File: config.mk
export PLATFORM = sky130hd
export DESIGN_NAME = cache_refill_buffer_flat
export DESIGN_NICKNAME = d
export VERILOG_FILES = /design/src/rtl/cache_refill_buffer_pkg.sv /design/src/rtl/cache_refill_buffer_if.sv /design/src/rtl/cache_refill_buffer.sv /design/src/flat_wrapper.sv
export SDC_FILE = /design/constraint.sdc
export NUM_CORES = 2
export LEC_CHECK = 0
export CORE_MARGIN = 2
export CORE_UTILIZATION = 55
export DETAILED_ROUTE_END_ITERATION = 12
export GPL_ROUTABILITY_DRIVEN = 0
export PLACE_DENSITY = 0.8
export SETUP_SLACK_MARGIN = 0.15
export SYNTH_ARGS = -nofsm -noshare
export SYNTH_HDL_FRONTEND = slang
export SYNTH_SLANG_ARGS = --single-unit
File: constraint.sdc
create_clock -name clk -period 44.5 [get_ports clk]
set_clock_uncertainty 0.2 [all_clocks]
set_input_delay 8.9 -clock clk [delete_from_list [all_inputs] [get_ports clk]]
set_output_delay 8.9 -clock clk [all_outputs]
set_load 0.01 [all_outputs]
File: src/rtl/cache_refill_buffer_pkg.sv
// Shared cache refill constants, refill state encoding and line-alignment helper.
package cache_refill_buffer_pkg;

  localparam int ADDR_W   = 32;
  localparam int LINE_W   = 512;
  localparam int BEAT_W   = 64;
  localparam int INDEX_W  = 6;
  localparam int OFFSET_W = 6;
  localparam int BEATS    = LINE_W / BEAT_W;
  localparam int CNT_W    = $clog2(BEATS);

  typedef enum logic [1:0] {
    IDLE  = 2'd0,
    REQ   = 2'd1,
    FILL  = 2'd2,
    WRITE = 2'd3
  } refill_state_e;

  function automatic logic [ADDR_W-1:0] line_align(input logic [ADDR_W-1:0] addr);
    return {addr[ADDR_W-1:OFFSET_W], {OFFSET_W{1'b0}}};
  endfunction

endpackage

File: src/rtl/cache_refill_buffer_if.sv
// Controller, memory and cache-array signals of the refill buffer.
// The slave side is the refill buffer; the master side is everything around it.
interface cache_refill_buffer_if;
  import cache_refill_buffer_pkg::*;

  logic                refill_req;
  logic [ADDR_W-1:0]   refill_addr;
  logic [INDEX_W-1:0]  refill_index;
  logic                busy;
  logic                refill_done;
  logic                mem_req_valid;
  logic                mem_req_ready;
  logic [ADDR_W-1:0]   mem_req_addr;
  logic                mem_rdata_valid;
  logic [BEAT_W-1:0]   mem_rdata;
  logic                cache_wr_en;
  logic [INDEX_W-1:0]  cache_wr_index;
  logic [LINE_W-1:0]   cache_wr_data;

  modport slave (
    input  refill_req, refill_addr, refill_index,
    input  mem_req_ready, mem_rdata_valid, mem_rdata,
    output busy, refill_done, mem_req_valid, mem_req_addr,
    output cache_wr_en, cache_wr_index, cache_wr_data
  );

  modport master (
    output refill_req, refill_addr, refill_index,
    output mem_req_ready, mem_rdata_valid, mem_rdata,
    input  busy, refill_done, mem_req_valid, mem_req_addr,
    input  cache_wr_en, cache_wr_index, cache_wr_data
  );

endinterface

File: src/rtl/cache_refill_buffer.sv
// Line-fill stage: fetches one cache line as BEATS memory beats and writes it
// to the L1 data array in a single cycle.
//
// state | meaning
// IDLE  | waiting for refill_req
// REQ   | line read request presented to memory
// FILL  | collecting data beats into the line buffer
// WRITE | one-cycle cache array write, refill_done pulse
module cache_refill_buffer
  import cache_refill_buffer_pkg::*;
(
  input logic                  clk,
  input logic                  rst,
  cache_refill_buffer_if.slave bus
);

  refill_state_e      state_q, state_d;
  logic [CNT_W-1:0]   cnt_q;
  logic [LINE_W-1:0]  line_buf_q, line_buf_d;
  logic [LINE_W-1:0]  wr_data_q;
  logic [ADDR_W-1:0]  addr_q;
  logic [INDEX_W-1:0] index_q, wr_index_q;
  logic               accept;
  logic               beat_en;
  logic               last_beat;

  always_comb begin
    state_d = state_q;
    accept  = 1'b0;
    beat_en = 1'b0;
    case (state_q)
      IDLE: begin
        if (bus.refill_req) begin
          accept  = 1'b1;
          state_d = REQ;
        end
      end
      REQ: begin
        if (bus.mem_req_ready) state_d = FILL;
      end
      FILL: begin
        if (bus.mem_rdata_valid) begin
          beat_en = 1'b1;
          if (cnt_q == CNT_W'(BEATS - 1)) state_d = WRITE;
        end
      end
      WRITE:   state_d = IDLE;
      default: state_d = IDLE;
    endcase
  end

  assign last_beat = beat_en && (cnt_q == CNT_W'(BEATS - 1));

  always_comb begin
    line_buf_d = line_buf_q;
    if (beat_en) line_buf_d[cnt_q*BEAT_W +: BEAT_W] = bus.mem_rdata;
  end

  // The write-port copies are loaded with the completed line (including the
  // final beat) so they hold steady while the next line is assembled.
  always_ff @(posedge clk or posedge rst) begin
    if (rst) begin
      state_q    <= IDLE;
      cnt_q      <= '0;
      line_buf_q <= '0;
      wr_data_q  <= '0;
      addr_q     <= '0;
      index_q    <= '0;
      wr_index_q <= '0;
    end else begin
      state_q <= state_d;
      if (accept) begin
        addr_q  <= line_align(bus.refill_addr);
        index_q <= bus.refill_index;
      end
      if (beat_en) begin
        cnt_q      <= cnt_q + 1'b1;
        line_buf_q <= line_buf_d;
      end
      if (last_beat) begin
        wr_data_q  <= line_buf_d;
        wr_index_q <= index_q;
      end
    end
  end

  assign bus.busy           = (state_q != IDLE);
  assign bus.mem_req_valid  = (state_q == REQ);
  assign bus.mem_req_addr   = addr_q;
  assign bus.cache_wr_en    = (state_q == WRITE);
  assign bus.refill_done    = (state_q == WRITE);
  assign bus.cache_wr_index = wr_index_q;
  assign bus.cache_wr_data  = wr_data_q;

endmodule

File: src/flat_wrapper.sv
// flat-port wrapper written by rule: the top's interface ports become plain ports
module cache_refill_buffer_flat import cache_refill_buffer_pkg::*;
  (clk, rst, bus_refill_req, bus_refill_addr, bus_refill_index, bus_mem_req_ready, bus_mem_rdata_valid, bus_mem_rdata, bus_busy, bus_refill_done, bus_mem_req_valid, bus_mem_req_addr, bus_cache_wr_en, bus_cache_wr_index, bus_cache_wr_data);
  cache_refill_buffer_if bus_i ();
  input logic clk;
  input logic rst;
  input wire logic [$bits(bus_i.refill_req)-1:0] bus_refill_req;
  input wire logic [$bits(bus_i.refill_addr)-1:0] bus_refill_addr;
  input wire logic [$bits(bus_i.refill_index)-1:0] bus_refill_index;
  input wire logic [$bits(bus_i.mem_req_ready)-1:0] bus_mem_req_ready;
  input wire logic [$bits(bus_i.mem_rdata_valid)-1:0] bus_mem_rdata_valid;
  input wire logic [$bits(bus_i.mem_rdata)-1:0] bus_mem_rdata;
  output wire logic [$bits(bus_i.busy)-1:0] bus_busy;
  output wire logic [$bits(bus_i.refill_done)-1:0] bus_refill_done;
  output wire logic [$bits(bus_i.mem_req_valid)-1:0] bus_mem_req_valid;
  output wire logic [$bits(bus_i.mem_req_addr)-1:0] bus_mem_req_addr;
  output wire logic [$bits(bus_i.cache_wr_en)-1:0] bus_cache_wr_en;
  output wire logic [$bits(bus_i.cache_wr_index)-1:0] bus_cache_wr_index;
  output wire logic [$bits(bus_i.cache_wr_data)-1:0] bus_cache_wr_data;
  assign bus_i.refill_req = bus_refill_req;
  assign bus_i.refill_addr = bus_refill_addr;
  assign bus_i.refill_index = bus_refill_index;
  assign bus_i.mem_req_ready = bus_mem_req_ready;
  assign bus_i.mem_rdata_valid = bus_mem_rdata_valid;
  assign bus_i.mem_rdata = bus_mem_rdata;
  assign bus_busy = bus_i.busy;
  assign bus_refill_done = bus_i.refill_done;
  assign bus_mem_req_valid = bus_i.mem_req_valid;
  assign bus_mem_req_addr = bus_i.mem_req_addr;
  assign bus_cache_wr_en = bus_i.cache_wr_en;
  assign bus_cache_wr_index = bus_i.cache_wr_index;
  assign bus_cache_wr_data = bus_i.cache_wr_data;
  cache_refill_buffer u_core (.clk(clk), .rst(rst), .bus(bus_i));
endmodule
# Word level (Yosys, flattened, before mapping)

Index checks and enable logic that the tools add are counted.

Flip-flop bits (word level): 1067
Bits in latches: 0
RAM bits: 0
ROM bits: 0
Input port bits: 107
Logic and storage cells: 34
Memories kept: 0

$add $sub $neg: 2
Multipliers: 0
Divide/modulo/power cells: 0
Magnitude comparators: 0
Eq/ne operators: 8
Shifts and indexed selects: 2
Multiplexer cells: 11
Bitwise operators: 0
Reduce and logical (&&, ||, !) cells: 4

Operator list:

| operator                    | number |
|---|---|
| $bwmux W512                 | 1 |
| $mux W512                   | 1 |
| $shift A64 B34 Y512 const A | 1 |
| $shiftx A64 B34 Y512        | 1 |
| $neg A9 Y34                 | 1 |
| $mux W2                     | 4 |
| $pmux W2 S4                 | 1 |
| $ne A2 B2 Y1 const B        | 3 |
| $eq A2 B2 Y1 const B        | 2 |
| $mux W1                     | 4 |
| $reduce_and A4 Y1           | 1 |
| $add A3 B1 Y3 const B       | 1 |
| $eq A3 B3 Y1 const B        | 1 |
| $eq A2 B1 Y1 const B        | 1 |
| $logic_not A2 Y1            | 1 |
| $ne A2 B1 Y1 const B        | 1 |
| $reduce_bool A2 Y1          | 1 |
| $logic_and A1 B1 Y1         | 1 |

# Logic depth before layout (Yosys ltp)

Word-level depth: 4
Gate-level depth with buffers: 12

# Least setup slack after synthesis

OpenSTA, ideal clock, no wires.

Kind: in2reg
From: input port bus_mem_rdata_valid
To: register u_core.line_buf_q[130]
Setup time: 0.125 ns
Arrival: 10.171 ns
Setup slack: 34.004 ns
Stages: 6
Path buffers: 3
Cell sequence: buf_2 -> nand4b_4 -> buf_2 -> nor3_4 -> buf_4 -> mux2_2

Longest elaborated chain between the ends: 3

RTL lines:

| what                 | RTL line                  | RTL |
|---|---|---|
| from (decl)          | flat_wrapper.sv:11        | `input wire logic [$bits(bus_i.mem_rdata_valid)-1:0] bus_mem_rdata_valid;` |
| $mux W1 *            | cache_refill_buffer.sv:42 | `if (bus.mem_rdata_valid) begin` |
| $mux W1 *            | cache_refill_buffer.sv:31 | `case (state_q)` |
| $mux W512            | cache_refill_buffer.sv:56 | `if (beat_en) line_buf_d[cnt_q*BEAT_W +: BEAT_W] = bus.mem_rdata;` |
| to (signal assigned) | cache_refill_buffer.sv:78 | `line_buf_q <= line_buf_d;` |
| to (decl)            | cache_refill_buffer.sv:19 | `logic [LINE_W-1:0] line_buf_q, line_buf_d;` |

Every way passes the cells marked *; elsewhere a longest branch is shown, timed or not.
A chain may end at the register's enable or synchronous reset.

# Worst setup path after layout

From: input port bus_mem_rdata_valid
To: register u_core.wr_data_q[393] (netlist: u_core.bus.cache_wr_data[393])

Longest elaborated chain between the ends: 3
Elaborated cells between the ends (all ways): 4
Those cells by class: 3 x mux; 1 x reduce/logical

RTL lines:

| what                                             | RTL line                                             | RTL |
|---|---|---|
| $mux W1 *                                        | cache_refill_buffer.sv:42                            |  |
| $mux W1 *                                        | cache_refill_buffer.sv:31                            |  |
| $mux W512 or $logic_and A1 B1 Y1 (tied branches) | cache_refill_buffer.sv:56, cache_refill_buffer.sv:52 |  |
| to (signal assigned)                             | cache_refill_buffer.sv:81                            | `wr_data_q <= line_buf_d;` |
| to (decl)                                        | cache_refill_buffer.sv:20                            | `logic [LINE_W-1:0] wr_data_q;` |

Marked as above.

==> metrics <==
max incr delay on CP 1.02 ns; placed cell areas approximately 0.053 mm2; synth cell count leaders dfrtp_1 (1067), o211ai_1 (757), nand2_1 (678), mux2_2 (345), clkbuf_1 (302); CP Cell Sequence clkdlybuf4s50_1 > and3_4 > buf_4 > buf_4 > buf_4 > o311ai_0 > o211ai_1; final wirelength 153 mm; hold buffers post-CTS 0; die width 294 um; Num CTS Buffers 110; CTS tree done; Post-synth EDFFs 0; warning count from the yosys run 0; Filler cells between 6000 and 7000; worst endpoint required time 44.90 ns; Metal-1 WL 56.0 mm; RSZ-0062 raised after global routing no; multi-input logic area 0.0177 mm2; Final Hold Fails 0; crit-path leading delay family buffers and inverters; Slew @ Worst Pin 1.22 ns; die height 294 um; TritonRoute pass-1 iters 8; final number of setup-violating endpoints 0; dpl hpwl 93.4 mm; total clock sinks 1067; Power Density 66.6 mW/mm2; CP max FO between 100 and 150; FF+latch area 0.0267 mm2; CP Launch Type input port; Yosys cell types 49; grt total ovfl 0; Main synth FF type dfrtp_1; Post-CTS Setup Bufs 0; Worst EP arrival 13.90 ns; Initial Util 55.5%; metal3 WL 12.7 mm; IO Pins 661; Slowest cell on crit path buf_4; wire length on met2 72.8 mm; root buf cell clkbuf_16; Die Area 0.0867 mm2; drt wl/cell 27.2 um; DR DRC count 0; fin crit share 30.3%; Tmin final 13.50 ns; share of the synthesized area in the top cell type 57.5%; max layer used met5; Worst Setup End Kind register; status finished, final reports clean; Leakage Power 23.5 nW; H-tree depth 3; Fmax around 74 MHz; Worst Hold Class register to register; ys async rst share 100%; top-count cell post-synth dfrtp_1; Syn-to-layout area delta 21.6%; hold_sp u_core.index_q[4]; post-route ant nets 0; Crit path top cell by count buf_4; flop and latch count out of synthesis between 1000 and 1500; worst r2r src u_core.cnt_q[0]; share of layout cells above drive strength 1 13.5%; Max-Cap Viols 0; CP bufs+invs 4; Setup CP Type input port to register; via count 37438; vias in the first global route around 37000; Worst-path clk slew about 0.06 ns; register area share after synthesis ~58%; Layout Cell Area excl Fill 0.0564 mm2; Crit. Startpoint bus_mem_rdata_valid; area leader, netlist dfrtp_1; # rows 106; DR vias/cell about 6.6; Mapped Area between 0.04 and 0.05 mm2; initial antenna violation count 5; # resized after CTS 0; top cells by area, synth dfrtp_1 (58%), o211ai_1 (12%), mux2_2 (8.4%); CTS Buffer Depth 3; Starting DRT DRC Count 3979; Total GRT Usage 34.9%; Slew Limit Headroom between 10% and 20%; number of buffers added on ports 648; Skew-Pair Late Insertion Delay 0.67 ns; largest net degree at the start of global routing roughly 190; final net count 4585; Max VDD drop 0.0000831 V; first-pass GRT wire length 231 mm; Pins Over Slew Limit 0; Fin Setup TNS 0 ns; synthesized area per cell 11.2 um2; Post-Syn Instances approximately 4100; Core Region 0.0836 mm2
## logic make-up (layout without fill, tap and decap cells)
family	count (synthesis)	count (layout)	synth area share [%]
flops	1067	1067	57.5
buf+inv	504	927	4.78
compound gates	1235	1235	19.6
mux	368	368	8.93
xor+xnor	1	1	0.0189
fa+ha+maj	10	10	0.270
simple gates	940	940	8.88
other cells	1	7	0.00808
## power by group
part	leakage, nW	total [mW]	switching (mW)	internal, mW
clock network	1.79	0.922	0.394	0.528
registers	14.4	1.53	0.210	1.32
logic	7.29	1.30	0.756	0.548
## state kept, by name, indices dropped and copies added (netlist names)
name and cells:
u_core.bus.mem_req_addr 26, u_core.bus.cache_wr_data 512, u_core.line_buf_q 512, u_core.cnt_q 3, u_core.index_q 6, u_core.bus.cache_wr_index 6
u_core.state_q 2
## metrics by stage
step / total power, mW / std cells / util, % / hold slack (ns) / setup slack, ns
floorplan: 2.17 / 4131 / - / 0.233 / 5.36
global placement: 2.78 / 5436 / 63.2 / 0.248 / 30.43
detailed placement: 2.82 / 5436 / 63.2 / 0.256 / 30.42
CTS: 3.75 / 5634 / 67.5 / 0.269 / 31.14
global route: 3.92 / 5635 / 67.5 / 0.288 / 30.60
finish: 3.75 / 5635 / 67.5 / 0.263 / 31.00
## area by class of cell
class | count | area share (%)
Sequential cell | 1067 | 47.3
Multi-Input combinational cell | 2560 | 31.3
Timing Repair Buffer | 711 | 12.4
Clock buffer | 164 | 5.76
Tap cell | 1080 | 2.40
Clock inverter | 34 | 0.657
Inverter | 18 | 0.133
Antenna cell | 1 | 0.00444
## worst min-delay path: cells and delay by family (launching register included)
kind             cells  cell delay (ns)
flip-flops           1             0.33
AND/OR/NAND/NOR      2             0.10
## final timing paths
path | to | cells after the start | slack [ns]
min reg2reg | u_core.bus.cache_wr_index[4] | 2 | 0.26
max | u_core.bus.cache_wr_data[393] | 7 | 31.00
min in group asynchronous | u_core.bus.cache_wr_data[470] | 2 | 8.54
max reg2reg | u_core.bus.cache_wr_data[393] | 8 | 38.68
max in group asynchronous | u_core.line_buf_q[179] | 6 | 31.35
min | u_core.bus.cache_wr_index[4] | 2 | 0.26
## routing by layer
| metal | GRT usage [%] | vias up |
|---|---|---|
| met2 | 55.7 | 1916 |
| met4 | 23.4 | 4 |
| met5 | 0 | - |
| met3 | 7.02 | 441 |
| li1 | - | 15970 |
| met1 | 43.1 | 19107 |
## layout by cell type, fill, tap and decap left out, types with 3 or more instances in the layout
master / n
dfrtp_1: 1066
o211ai_1: 757
nand2_1: 672
clkdlybuf4s50_1: 648
mux2_2: 345
o21ai_0: 189
o311ai_0: 186
clkbuf_16: 111
nand3_1: 80
nor2b_1: 66
a22o_1: 64
nand4_1: 61
buf_4: 61
clkbuf_8: 27
clkbuf_1: 26
mux2_1: 23
clkinv_2: 20
inv_1: 17
nor2_1: 13
a31oi_1: 12
o21ai_1: 9
ha_1: 9
nand2b_1: 8
nor4_1: 8
a21o_1: 8
nand2_4: 6
conb_1: 6
o31ai_1: 4
bufinv_16: 4
nand3_4: 3
nor2_4: 3
inv_6: 3
Power figures use the tool's default switching activity.
